**config.mk**
```make
export PLATFORM = sky130hd
export DESIGN_NAME = scramble_solve_ctrl
export DESIGN_NICKNAME = d
export VERILOG_FILES = /design/src/rtl/scramble_pkg.sv /design/src/rtl/scramble_lfsr.sv /design/src/rtl/scramble_solve_ctrl.sv
export SDC_FILE = /design/constraint.sdc
export NUM_CORES = 1
export LEC_CHECK = 0
export BUFFER_PORTS_ARGS = -buffer_cell sky130_fd_sc_hd__buf_2
export CAP_MARGIN = 5
export CORE_UTILIZATION = 45
export CTS_CLUSTER_SIZE = 10
export DETAILED_ROUTE_END_ITERATION = 8
export HOLD_SLACK_MARGIN = 0.15
export PLACE_DENSITY = 0.75
export SLEW_MARGIN = 10
export SYNTH_ARGS = -nofsm -noshare
export SYNTH_HDL_FRONTEND = slang
export SYNTH_SLANG_ARGS = --single-unit
export TNS_END_PERCENT = 1
```
**constraint.sdc**
```tcl
create_clock -name clk -period 2.2 [get_ports clk]
set_clock_uncertainty 0.2 [all_clocks]
set_input_delay 0 -clock clk [delete_from_list [all_inputs] [get_ports clk]]
set_output_delay 0 -clock clk [all_outputs]
set_load 0.02 [all_outputs]
```
**src/rtl/scramble_pkg.sv**
```systemverilog
// Shared state encoding and LFSR constants for the scramble/solve controller.
// Optional build macro SCRAMBLE_NO_REPEAT_EN is consumed by scramble_solve_ctrl.
package scramble_pkg;

    typedef enum logic [1:0] {
        ST_IDLE     = 2'd0,
        ST_SCRAMBLE = 2'd1,
        ST_SOLVE    = 2'd2,
        ST_SOLVED   = 2'd3
    } state_e;

    // Right-shifting Galois masks giving maximal-length sequences.
    localparam logic [7:0]  LFSR_TAPS_8  = 8'hB8;
    localparam logic [15:0] LFSR_TAPS_16 = 16'hB400;
    localparam logic [31:0] LFSR_TAPS_32 = 32'h8020_0003;

    localparam logic [15:0] DEFAULT_SEED = 16'hACE1;

    function automatic logic [31:0] lfsr_taps(input int unsigned width);
        logic [31:0] taps;
        case (width)
            32'd8:   taps = {24'd0, LFSR_TAPS_8};
            32'd16:  taps = {16'd0, LFSR_TAPS_16};
            32'd32:  taps = LFSR_TAPS_32;
            default: taps = 32'd0;
        endcase
        return taps;
    endfunction

endpackage

```
**src/rtl/scramble_lfsr.sv**
```systemverilog
// Free-running Galois LFSR, loaded with SEED while rst is high.
// Only the low OUT_W bits are exported as the move candidate.
module scramble_lfsr #(
    parameter int unsigned    W     = 16,
    parameter int unsigned    OUT_W = 4,
    parameter logic [W-1:0]   SEED  = W'(16'hACE1),
    parameter logic [W-1:0]   TAPS  = W'(16'hB400)
) (
    input  logic             clk,
    input  logic             rst,
    output logic [OUT_W-1:0] lfsr_o
);

    logic [W-1:0] lfsr_q;
    logic [W-1:0] lfsr_d;

    // One Galois step: shift right, fold the mask in when a one falls out.
    always_comb begin
        lfsr_d = {1'b0, lfsr_q[W-1:1]} ^ (lfsr_q[0] ? TAPS : {W{1'b0}});
    end

    // State register.
    always_ff @(posedge clk or posedge rst) begin
        if (rst) begin
            lfsr_q <= SEED;
        end else begin
            lfsr_q <= lfsr_d;
        end
    end

    assign lfsr_o = lfsr_q[OUT_W-1:0];

endmodule

```
**src/rtl/scramble_solve_ctrl.sv**
```systemverilog
// Puzzle phase sequencer: streams NUM_MOVES pseudo-random moves, then gates the buzzer.
// Define SCRAMBLE_NO_REPEAT_EN to forbid two identical consecutive moves.
module scramble_solve_ctrl
    import scramble_pkg::*;
#(
    parameter int unsigned       NUM_MOVES   = 31,
    parameter int unsigned       MOVE_W      = 4,
    parameter int unsigned       LFSR_W      = 16,
    parameter logic [LFSR_W-1:0] LFSR_SEED   = LFSR_W'(DEFAULT_SEED),
    parameter int unsigned       BUZZ_CYCLES = 8,
    localparam int unsigned      ML_W        = $clog2(NUM_MOVES + 1)
) (
    input  logic              clk,
    input  logic              rst,
    input  logic              scramble_btn,
    input  logic              solved_in,
    input  logic              move_ready,
    output logic              move_valid,
    output logic [MOVE_W-1:0] move_code,
    output logic              no_buzz,
    output logic              buzz_pulse,
    output logic              busy,
    output logic [1:0]        state_out,
    output logic [ML_W-1:0]   moves_left
);

    localparam int unsigned       BC_W = $clog2(BUZZ_CYCLES + 1);
    localparam logic [LFSR_W-1:0] TAPS = LFSR_W'(lfsr_taps(LFSR_W));

    state_e            state_q, state_d;
    logic [ML_W-1:0]   ml_q, ml_d;
    logic [MOVE_W-1:0] code_q, code_d;
    logic              valid_q, valid_d;
    logic [BC_W-1:0]   buzz_cnt_q, buzz_cnt_d;
    logic              no_buzz_q, buzz_pulse_q, busy_q;
    logic              btn_meta_q, btn_sync_q, btn_prev_q;
    logic              btn_rise_s;
    logic [MOVE_W-1:0] cand_s;
    logic              ok_cur_s, ok_last_s;

    scramble_lfsr #(
        .W     (LFSR_W),
        .OUT_W (MOVE_W),
        .SEED  (LFSR_SEED),
        .TAPS  (TAPS)
    ) u_lfsr (
        .clk    (clk),
        .rst    (rst),
        .lfsr_o (cand_s)
    );

    // Button synchroniser plus previous-sample flop for edge detection.
    always_ff @(posedge clk or posedge rst) begin
        if (rst) begin
            btn_meta_q <= 1'b0;
            btn_sync_q <= 1'b0;
            btn_prev_q <= 1'b0;
        end else begin
            btn_meta_q <= scramble_btn;
            btn_sync_q <= btn_meta_q;
            btn_prev_q <= btn_sync_q;
        end
    end

    assign btn_rise_s = btn_sync_q & ~btn_prev_q;

`ifdef SCRAMBLE_NO_REPEAT_EN
    logic [MOVE_W-1:0] last_q, last_d;
    // ok_cur_s guards against the move being transferred now, ok_last_s against the last one sent.
    assign ok_cur_s  = (cand_s != code_q);
    assign ok_last_s = (cand_s != last_q);
`else
    assign ok_cur_s  = 1'b1;
    assign ok_last_s = 1'b1;
`endif

    // Next-state and datapath decisions.
    always_comb begin
        state_d    = state_q;
        ml_d       = ml_q;
        code_d     = code_q;
        valid_d    = 1'b0;
        buzz_cnt_d = buzz_cnt_q;
`ifdef SCRAMBLE_NO_REPEAT_EN
        last_d     = last_q;
`endif
        case (state_q)
            ST_IDLE, ST_SOLVE: begin
                if ((state_q == ST_SOLVE) && solved_in) begin
                    state_d    = ST_SOLVED;
                    buzz_cnt_d = BC_W'(BUZZ_CYCLES);
                end else if (btn_rise_s) begin
                    state_d = ST_SCRAMBLE;
                    ml_d    = ML_W'(NUM_MOVES);
                    if (ok_last_s) begin
                        code_d  = cand_s;
                        valid_d = 1'b1;
                    end else begin
                        valid_d = 1'b0;
                    end
                end else begin
                    state_d = state_q;
                end
            end
            ST_SCRAMBLE: begin
                if (valid_q && move_ready) begin
                    ml_d = ml_q - ML_W'(1);
`ifdef SCRAMBLE_NO_REPEAT_EN
                    last_d = code_q;
`endif
                    if (ml_q == ML_W'(1)) begin
                        state_d = ST_SOLVE;
                        valid_d = 1'b0;
                    end else if (ok_cur_s) begin
                        code_d  = cand_s;
                        valid_d = 1'b1;
                    end else begin
                        valid_d = 1'b0;
                    end
                end else if (valid_q) begin
                    valid_d = 1'b1;
                end else if (ok_last_s) begin
                    // A rejected repeat left the slot empty; retry with the fresh candidate.
                    code_d  = cand_s;
                    valid_d = 1'b1;
                end else begin
                    valid_d = 1'b0;
                end
            end
            ST_SOLVED: begin
                if (buzz_cnt_q <= BC_W'(1)) begin
                    state_d = ST_IDLE;
                end else begin
                    buzz_cnt_d = buzz_cnt_q - BC_W'(1);
                end
            end
            default: begin
                state_d = ST_IDLE;
            end
        endcase
    end

    // Controller registers; phase flags are precomputed from the next state.
    always_ff @(posedge clk or posedge rst) begin
        if (rst) begin
            state_q      <= ST_IDLE;
            ml_q         <= {ML_W{1'b0}};
            code_q       <= {MOVE_W{1'b0}};
            valid_q      <= 1'b0;
            buzz_cnt_q   <= {BC_W{1'b0}};
            no_buzz_q    <= 1'b1;
            buzz_pulse_q <= 1'b0;
            busy_q       <= 1'b0;
`ifdef SCRAMBLE_NO_REPEAT_EN
            last_q       <= {MOVE_W{1'b0}};
`endif
        end else begin
            state_q      <= state_d;
            ml_q         <= ml_d;
            code_q       <= code_d;
            valid_q      <= valid_d;
            buzz_cnt_q   <= buzz_cnt_d;
            no_buzz_q    <= (state_d != ST_SOLVE);
            buzz_pulse_q <= (state_d == ST_SOLVED);
            busy_q       <= (state_d == ST_SCRAMBLE);
`ifdef SCRAMBLE_NO_REPEAT_EN
            last_q       <= last_d;
`endif
        end
    end

    assign move_valid = valid_q;
    assign move_code  = code_q;
    assign no_buzz    = no_buzz_q;
    assign buzz_pulse = buzz_pulse_q;
    assign busy       = busy_q;
    assign state_out  = state_q;
    assign moves_left = ml_q;

endmodule

```
==> results.py <==
metrics = {
    "clocking": {
        "clk_latency_ps": 340,
        "clock_path_buffers": 2,
        "postCtsSetupBuffers": 0,
        "cts-root-buf": "clkbuf_4",
        "cts_made_buffers": 5,
        "numClockSinks": 38,
        "clk_pin_slew_ps": 110,
        "cts_tree": "built",
        "cts-htree-levels": 2,
    },
    "grt": {
        "track_usage": 0.164,
        "antenna_found_initial": 0,
        "grt_max_degree": 39,
        "grt_pass1_wl_um": 4130,
        "grt_overflow": 0,
        "grt_pass1_vias": 932,
    },
    "yosys": {
        "synth.distinct_cells": 35,
        "synth.top_cell.area_share": 0.477,
        "syn_nets": 115,
        "syn_inst": 106,
        "yosysWarnings": 0,
        "seq_area_frac_synth": 0.633,
        "synth_area_leaders": "dfrtp_1 (48%), dfstp_2 (16%), mux2_4 (5.9%)",
        "yosysTopAreaCell": "dfrtp_1",
        "ys_ff_latch": 38,
        "netlist_area_um2": 1520,
        "synth_area_per_cell_um2": 14.3,
    },
    "critical_path": {
        "critical_path.max_stage_delay_ps": 560,
        "worstPathCellList": "inv_1, ha_1, nand4b_1, nor3_4, nand2_1, o21a_1, dlygate4sd3_1",
        "cp.required_ps": 2280,
        "crit_arrival_ps": 2160,
        "critPathSlowestCell": "dlygate4sd3_1",
        "critPathBufInv": 2,
        "cp-end-kind": "flip-flop",
        "critPathMaxFanout": 4,
        "crit_family": "buffers and inverters",
        "crit_type": "flip-flop to flip-flop",
        "critPathLaunchType": "flip-flop",
    },
    "final_layout": {
        "drive_above_1_share": 0.386,
        "area_growth_pct": 22.2,
        "layout.nets": 148,
        "fill_cells": 256,
        "n_antenna_cell": 0,
    },
    "pwr": {
        "vdd_drop_max_uv": 353,
        "p_leak_nw": 0.901,
        "p_per_area_nw_per_um2": 937,
        "p_total_mw": 1.74,
    },
    "status": {
        "outcome": "complete, no violations",
    },
    "placed_design": {
        "gp_routability_congestion": 0.860,
        "portBuffers": 19,
        "hpwl_um": 1720,
    },
    "sta": {
        "fin_crit_ps": 2090,
        "slew_headroom": 0.702,
        "finalCritPeriodShare": 0.948,
        "tightest_slew_ps": 447,
        "setup_tns_ps": 0,
        "hold_viol": 0,
        "rsz0062_at_grt": "false",
        "setup_viol": 0,
        "maxSlewViolCount": 0,
        "timing.fmax_mhz": 480,
    },
    "detailed_routing": {
        "detail-route-antenna-nets": 0,
        "vias_per_cell": 4.90,
        "drtIter0Drc": 50,
        "vias": 901,
        "drc": 0,
        "drt_wl_total_um": 2510,
        "dr.pass1.iters": 4,
        "avgRoutedWirePerCell_um": 13.6,
    },
    "run": {
        "cap_violations": 0,
    },
    "die": {
        "coreArea_um2": 3130,
        "die_h_um": 60.1,
        "initial_core_util": 0.486,
        "io_pins": 20,
        "num_rows": 20,
        "die_x_um": 60.1,
        "dieArea_um2": 3610,
    },
    "worst_hold_path": {
        "hp-class": "flip-flop to flip-flop",
    },
}
[through the flow]
stage               utilization  instances  setup slack, ps  hold WS (ps)  instance area, um2
finish                    0.594        184              115           160                1860
global route              0.594        184             25.8           167                1860
CTS                       0.592        184             84.7           160                1850
detailed placement        0.534        169              437         -89.8                1670
global placement          0.534        169              492         -92.2                1670
floorplan                     -        106              434          -169                1520
[sequential cells by signal (all words and copies together), names as in the netlist]
signal	count
btn_meta_q	1
btn_prev_q	1
btn_sync_q	1
busy	1
buzz_cnt_q	4
buzz_pulse	1
move_code	4
move_valid	1
moves_left	5
no_buzz	1
state_out	2
u_lfsr.lfsr_q	16
[logic make-up (layout without fill, tap and decap cells)]
| family | after synthesis | count (layout) | synth area share |
|---|---|---|---|
| DFF | 38 | 38 | 0.633 |
| and+or+nand+nor | 28 | 28 | 0.122 |
| AOI/OAI and AO/OA | 17 | 17 | 0.0971 |
| muxes | 8 | 8 | 0.0724 |
| buffers and inverters | 7 | 41 | 0.0198 |
| adders and majority gates | 4 | 4 | 0.0329 |
| xor gates and xnor gates | 4 | 4 | 0.0230 |
[cells in the final DEF (no fill, tap or decap), types with 2 or more instances in the layout]
master | Yosys | layout
inv_1 | 6 | 6
o21ai_1 | 4 | 4
ha_1 | 4 | 4
clkbuf_4 | 0 | 5
dfrtp_1 | 29 | 29
nand3_1 | 4 | 4
a21oi_1 | 3 | 3
mux2_4 | 6 | 6
dfstp_2 | 9 | 9
nand2_1 | 9 | 9
xor2_1 | 4 | 4
buf_2 | 0 | 19
mux2i_1 | 2 | 2
dlygate4sd3_1 | 0 | 7
and3_1 | 2 | 2
bufinv_16 | 0 | 2
nor2_1 | 2 | 2
[final timing paths]
kind | depth (start not counted) | slack [ps] | from | to
setup / recovery | 7 | 110 | moves_left[1]$_DFFE_PP0P_ | no_buzz$_DFF_PP1_
hold / removal | 0 | 160 | btn_meta_q$_DFF_PP0_ | btn_sync_q$_DFF_PP0_
setup reg to reg | 7 | 110 | moves_left[1]$_DFFE_PP0P_ | no_buzz$_DFF_PP1_
hold reg to reg | 0 | 160 | btn_meta_q$_DFF_PP0_ | btn_sync_q$_DFF_PP0_
max in group asynchronous | 5 | 810 | rst | no_buzz$_DFF_PP1_
min in group asynchronous | 5 | 650 | rst | u_lfsr.lfsr_q[12]$_DFF_PP0_
[report_power, final]
group | switching (mW) | leakage (nW) | internal, mW | total, mW
combinational | 0.174 | 0.389 | 0.136 | 0.310
sequential | 0.0731 | 0.454 | 0.746 | 0.820
clock | 0.226 | 0.0585 | 0.385 | 0.611
total | 0.474 | 0.901 | 1.27 | 1.74
[area by class of cell]
| cell class | instances | area (um2) | share of cell area |
|---|---|---|---|
| repair buffers | 27 | 173 | 0.0929 |
| well taps | 44 | 55.1 | 0.0296 |
| inverters | 6 | 22.5 | 0.0121 |
| multi-input cells | 61 | 534 | 0.288 |
| clock buffers | 6 | 51.3 | 0.0276 |
| clock inverters | 2 | 60.1 | 0.0323 |
| flip-flops and latches | 38 | 962 | 0.518 |
[synthesized netlist by cell type]
library cell and n:
nor3_2 1, nor2_1 2, nor4_2 1, o21ai_1 4
a211oi_1 1, a21oi_1 3, o21ai_4 1, o311ai_4 1
nor2_4 1, a211o_4 1, dfrtp_1 29, xor2_1 4
inv_1 6, nand3b_1 1, and4b_4 1, dfstp_2 9
o211ai_1 1, nor2b_4 1, nand2_1 9, and2b_2 1
o2111ai_1 1, ha_1 4, nand2b_1 1, nand3_1 4
a21boi_0 1, and3_1 2, o21ai_2 1, buf_4 1
o21a_1 1, mux2i_1 2, nand2b_4 1, o21ai_0 1
mux2_4 6, nand4b_1 1, nor3_1 1
[metal layers]
| metal | up-vias | global-route usage | share of wire |
|---|---|---|---|
| li1 | 428 | - | - |
| met1 | 450 | 0.211 | 0.47 |
| met2 | 18 | 0.253 | 0.48 |
| met3 | 5 | 0.0390 | 0.033 |
| met4 | 0 | 0.0897 | 0.018 |
| met5 | - | 0 | 0 |
[what timing repair did]
action                                  CTS  global route
endpoints found under the setup margin    0             1
resized for setup                         0             1
hold buffers                              7             0
endpoints found under the hold margin    58             0
Note: power is estimated with default switching activity, not from simulation.
